--- src/rtl/nd2d2_invd2_ring_osc.sv ---
// Cycle-based model of an enable-gated ring oscillator: a NAND head stage
// followed by STAGES-1 inverters, one gate delay per clock. A load inverter
// drives OUT, and OUT's rising edges are counted and timed so the ring can
// be characterised without a real combinational loop.
module nd2d2_invd2_ring_osc #(
    parameter int STAGES = 101,
    parameter int CNT_W  = 16
) (
    input  logic              CLK,
    input  logic              RST,
    input  logic              EN_VCO,
    output logic              OUT,
    output logic [STAGES-1:0] TAP,
    output logic [CNT_W-1:0]  RISE_CNT,
    output logic [CNT_W-1:0]  PERIOD,
    output logic              PERIOD_VLD
);

    // An even or too-short ring would latch rather than oscillate.
    generate
        if ((STAGES < 3) || ((STAGES % 2) == 0)) begin : g_bad_stages
            $error("nd2d2_invd2_ring_osc: STAGES must be odd and >= 3");
        end
    endgenerate

    // Node bit gi holds w[gi+1]; bit 0 is the NAND output, the MSB is the tail.
    logic [STAGES-1:0] w_reg;
    logic [STAGES-1:0] w_next;
    logic [STAGES-1:0] rest_val;

    logic              out_q_reg;
    logic              seen_rise_reg;
    logic [CNT_W-1:0]  cyc_reg;
    logic [CNT_W-1:0]  cyc_next;
    logic [CNT_W-1:0]  rise_cnt_reg;
    logic [CNT_W-1:0]  period_reg;
    logic              period_vld_reg;
    logic              rise;

    // Head stage: NAND of enable and the ring tail.
    assign w_next[0] = ~(EN_VCO & w_reg[STAGES-1]);

    // Inverter chain: every stage takes the inverse of its predecessor.
    generate
        for (genvar gi = 1; gi < STAGES; gi++) begin : g_inv
            assign w_next[gi] = ~w_reg[gi-1];
        end
    endgenerate

    // Rest pattern: odd-numbered nodes high, even-numbered nodes low.
    generate
        for (genvar gi = 0; gi < STAGES; gi++) begin : g_rest
            assign rest_val[gi] = ((gi % 2) == 0);
        end
    endgenerate

    assign OUT        = ~w_reg[STAGES-1];
    assign TAP        = w_reg;
    assign RISE_CNT   = rise_cnt_reg;
    assign PERIOD     = period_reg;
    assign PERIOD_VLD = period_vld_reg;

    // A rise is seen one edge after OUT goes high, against the previous copy.
    assign rise = OUT & ~out_q_reg;

    // Cycle counter restarts at 1 on a rise so its value at the next rise is
    // the full rise-to-rise distance; it sticks at all-ones instead of wrapping.
    always_comb begin
        cyc_next = cyc_reg;
        if (rise) begin
            cyc_next = CNT_W'(1);
        end else if (!(&cyc_reg)) begin
            cyc_next = cyc_reg + CNT_W'(1);
        end
    end

    // Advance all ring nodes together, one gate delay per clock.
    always_ff @(posedge CLK) begin
        if (RST) begin
            w_reg <= rest_val;
        end else begin
            w_reg <= w_next;
        end
    end

    // Rise counting and period capture; PERIOD is only valid from the second rise.
    always_ff @(posedge CLK) begin
        if (RST) begin
            out_q_reg      <= 1'b0;
            seen_rise_reg  <= 1'b0;
            cyc_reg        <= '0;
            rise_cnt_reg   <= '0;
            period_reg     <= '0;
            period_vld_reg <= 1'b0;
        end else begin
            out_q_reg <= OUT;
            cyc_reg   <= cyc_next;
            if (rise) begin
                rise_cnt_reg  <= rise_cnt_reg + CNT_W'(1);
                seen_rise_reg <= 1'b1;
                if (seen_rise_reg) begin
                    period_reg     <= cyc_reg;
                    period_vld_reg <= 1'b1;
                end
            end
        end
    end

endmodule

--- config.mk ---
export PLATFORM = sky130hd
export DESIGN_NAME = nd2d2_invd2_ring_osc
export DESIGN_NICKNAME = d
export VERILOG_FILES = /design/src/rtl/nd2d2_invd2_ring_osc.sv
export SDC_FILE = /design/constraint.sdc
export NUM_CORES = 1
export LEC_CHECK = 0
export CORE_ASPECT_RATIO = 0.75
export CORE_UTILIZATION = 52
export CTS_CLUSTER_DIAMETER = 120
export CTS_CLUSTER_SIZE = 14
export DETAILED_ROUTE_END_ITERATION = 10
export DONT_BUFFER_PORTS = 1
export PLACE_DENSITY = 0.67
export RECOVER_POWER = 100
export SLEW_MARGIN = 10
export SYNTH_ARGS = -nofsm -noshare
export SYNTH_HDL_FRONTEND = slang
export SYNTH_SLANG_ARGS = --single-unit
--- constraint.sdc ---
create_clock -name CLK -period 2.5 [get_ports CLK]
set_input_delay 0.125 -clock CLK [delete_from_list [all_inputs] [get_ports CLK]]
set_output_delay 0.125 -clock CLK [all_outputs]
set_load 0.005 [all_outputs]
Word level (Yosys, flattened, before mapping)
Cells that the tools add are included.
{"block": "totals", "reg_bits": 152, "inputBits": 3, "output_inout_bits": 135, "wordCells": 121}
{"block": "classes", "add_sub_neg": 2, "n_eq_ne": 1, "muxes": 2, "bitwise_logic": 105, "n_reduce_logical": 3}
{"operator": "$not 1->1", "n": 103}
{"operator": "$add 16x1->16 const B", "n": 2}
{"operator": "$reduce_and 16->1", "n": 1}
{"operator": "$and 1x1->1", "n": 2}
{"operator": "$mux 1", "n": 2}
{"operator": "$ne 2x2->1 const B", "n": 1}
{"operator": "$reduce_and 2->1", "n": 1}
{"operator": "$reduce_or 2->1", "n": 1}

Logic depth before layout (Yosys ltp)
{"block": "logic_depth", "word_depth": 3, "depth_mapped": 6, "depth_no_buf": 5}

Worst setup path before layout
No wires, ideal clock.
{"block": "synth_timing", "path_type": "register to register", "start": "register cyc_reg[0]", "end": "register cyc_reg[1]", "setup_ns": 0.128, "arrival_time_ns": 1.625, "t_required_ns": 2.372, "slack_ns": 0.747, "path_stages_with_launch": 7, "path_buffers": 1, "synth_period_minus_slack_ns": 1.753, "path_cell_list": "dfxtp_1 > ha_1 > nand4_1 > nor4_4 > buf_6 > mux2i_1 > nor2_1"}
{"block": "synth_via", "elab_chain_len": 1, "elab_cells_between_ends": 2, "cone_classes": "add/sub (1); reduce/logical (1)"}
{"element": "from (decl)", "line_no": "33", "text": "logic [CNT_W-1:0] cyc_reg;"}
{"element": "from (signal assigned)", "line_no": "97", "text": "cyc_reg <= cyc_next;"}
{"element": "$add 16x1->16 / $reduce_and 16->1 (equally long branches)", "line_no": "73, 72"}
Several ways; a longest one is shown, not always the timed one.
A chain may end at the register's enable or synchronous reset.

Final worst setup path
{"block": "layout_timing", "start": "register w_reg[100], in the netlist TAP[100]", "end": "register cyc_reg[10]"}
{"block": "layout_via", "elab_chain_len": 3}
{"element": "from (decl)", "line_no": "27", "text": "logic [STAGES-1:0] w_reg;"}
{"element": "from (signal assigned)", "line_no": "80", "text": "w_reg <= rest_val;"}
{"element": "from (signal assigned)", "line_no": "82", "text": "w_reg <= w_next;"}
{"element": "$not 1->1", "line_no": "57", "text": "assign OUT = ~w_reg[STAGES-1];"}
{"element": "$and 1x1->1", "line_no": "64", "text": "assign rise = OUT & ~out_q_reg;"}
{"element": "$reduce_or 2->1 (no line)"}
No other way between the ends.

==> impl_metrics.toml <==
[outcome]
status = "complete, but fails checks"
violations = "DRC"

[timing]
fin_crit_ps = 2122
timing.fmax_ghz = 0.4714
drv_slew = 0
max_slew_margin_pct = 41.38
finClkSkew_ps = 9.389
grt_setup_unrepaired = "false"
setup_viol = 0
setup-tns-final_ps = 0
hold_viol = 0
fin_crit_sh_pct = 84.86
worstMarginPinSlew_ps = 878.8

[logic_synthesis]
ys_warn_count = 0
yosysSeqAreaShare_pct = 64.34
synth_area_per_cell_um2 = 10.17
syn_inst = 465
ys.flop_type = "dfxtp_1"
synth.distinct_cells = 48
syn-cell-area_um2 = 4730
synth-async-reset-ratio_pct = 0
synth_nets = 470
synth_edf_count = 0
ys_seq_elements = 152

[worst_setup_path]
crit_slowest_cell = "or2_0"
critical_path_required_ps = 2800
crit_family = "simple AND/OR/NAND/NOR gates"
critPathMostFrequentCell = "nor2_1"
r2r_slack_ps = 380
cp.arrival_ps = 2420
cp.buffers_inverters = 0
cpPeakStageDelay_ps = 710
path_class = "reg -> reg"
crit_chain = "nor2_1, or2_0, nor2_1, a41o_1"
worstSetupEndpointType = "flop"
critPathLaunchType = "flop"
critPathMaxFanout = 13

[die]
start_util_pct = 54.77
fp-row-count = 29
ioPinCount = 138
die_h_um = 84.59
core_area_um2 = 8636
dieArea_um2 = 9484
die_w_um = 112.1

[global_routing]
met3_usage_pct = 11.26
grt_max_degree = 139
gr-usage-met1_pct = 26.11
track_usage_pct = 21.05
first_global_vias = 3060
grt-ovfl-total = 0
grt_antenna_before_repair = 0
grt_pass1_wl_um = 15410
grtUsageMet2_pct = 31.23
grt-busiest-layer = "met2"

[routing]
drtAntennaViolNets = 0
wl_um = 9588
routed_via_density = 5.374
route.detailed.drc = 9
vias = 3149
drt_iter0_markers = 283
wl_per_cell_um = 16.36
drt_pass1_iterations = 8

[clock_tree]
cts_root_buf = "clkbuf_16"
clock_latency_ps = 410
numCtsBuffers = 17
holdBufCountCts = 3
cts.repair.resized = 0
clk_pin_slew_ps = 60
cts_tree = "built"
cts-htree-levels = 4
clockBufferDepth = 2
cts_setup_buffers = 0
cts.sinks = 152

[layout]
num_antenna_cells = 0
register_area_um2 = 3043
largest_reg_flops = 101
fin_util_pct = 62.39
syn_to_final_growth_pct = 13.92
nNetsFinal = 470
fill_cells = 727
layout-drive-gt1-share_pct = 8.996
multiInputGateArea_um2 = 1572
fin_cells = 586

[placed_design]
place.gp.congestion = 0.7607
io_buffer_count = 0
dp_hpwl_um = 6197
post-place-cells = 551

[flow_run]
maxCapViolations = 0

[pwr]
seqPwrFrac_pct = 49.8
p_int_uw = 3765
p_comb_share_pct = 1.3
clkPwrFrac_pct = 48.8
switching_power_uw = 1124
power.density_nw_per_um2 = 907.6
p_leak_uw = 0.001941
p_sw_share_pct = 22.99
vdd_drop_max_v = 0.0007376

[worst_hold_path]
hp-class = "in -> reg"
[power by group through the flow]
stage	Sequential, µW	Combinational [µW]	Clock (µW)
floorplan	2490	51.7	0
global placement	2490	29.2	0
detailed placement	2490	30.5	0
CTS	2440	66.7	2430
global route	2440	71.8	2560
finish	2440	65.8	2390
[final timing paths]
path | startpoint | end | cells past startpoint
max | TAP[100] | cyc_reg[10] | 4
max reg2reg | TAP[100] | cyc_reg[10] | 4
min reg2reg | TAP[11] | TAP[12] | 1
min | RST | RISE_CNT[4] | 2
[kinds of logic after synthesis]
group	share of synthesized area, %
adders and majority gates	0.5290
buffers and inverters	2.381
muxes	0.4497
DFF	64.34
xor gates and xnor gates	2.593
and+or+nand+nor	23.62
AOI/OAI and AO/OA	6.085
[metrics by stage]
stage	cell area (µm²)	power, µW	worst slack, ps	hold WS [ps]
3_3_place_gp	4775	2519	698.4	203.0
2_1_floorplan	4730	2540	747.0	211.8
5_1_grt	5388	5068	222.8	138.5
4_1_cts	5390	4934	581.5	72.75
3_5_place_dp	4775	2521	606.8	201.4
6_report	5388	4890	378.5	102.9
[synth_stat cells (3+ instances only)]
master | instances | area [µm²]
or3_1 | 5 | 31.28
or4_1 | 4 | 30.03
a21oi_1 | 31 | 155.2
clkbuf_1 | 18 | 67.56
dfxtp_1 | 152 | 3043
xnor2_1 | 5 | 43.79
nor3_1 | 3 | 15.01
o31ai_1 | 4 | 30.03
nand2b_1 | 50 | 312.8
inv_1 | 4 | 15.01
xor2_1 | 9 | 78.83
nand2_1 | 44 | 165.2
nand3_1 | 9 | 45.04
nand4_1 | 11 | 68.82
nor2_1 | 71 | 266.5
o21ai_0 | 7 | 35.03
[placed cells by master, fill, tap and decap left out, drive strengths merged, types with 10 or more instances in the layout]
| cell type | synthesis | final |
|---|---|---|
| nand2 | 44 | 44 |
| nand2b | 50 | 50 |
| a21oi | 31 | 31 |
| nand4 | 11 | 11 |
| nor2 | 72 | 72 |
| nand3 | 10 | 10 |
| clkbuf | 19 | 17 |
| dfxtp | 152 | 152 |
[final cells by class]
type,instances,share of cell area [%]
sequential,152,56.48
clock inverter,15,2.647
multi-input combinational,286,29.17
timing repair buffer,4,1.022
inverter,4,0.2787
tap,108,2.508
clock buffer,17,7.896
[metal layers]
layer | wire, µm | vias to the layer above | part of all wire, %
met5 | 0 | - | 0
li1 | - | 1532 | -
met1 | 4290 | 1508 | 45
met3 | 982 | 2 | 10
met2 | 4279 | 107 | 45
met4 | 35 | 0 | 0.37
Note: power is estimated with default switching activity, not from simulation.
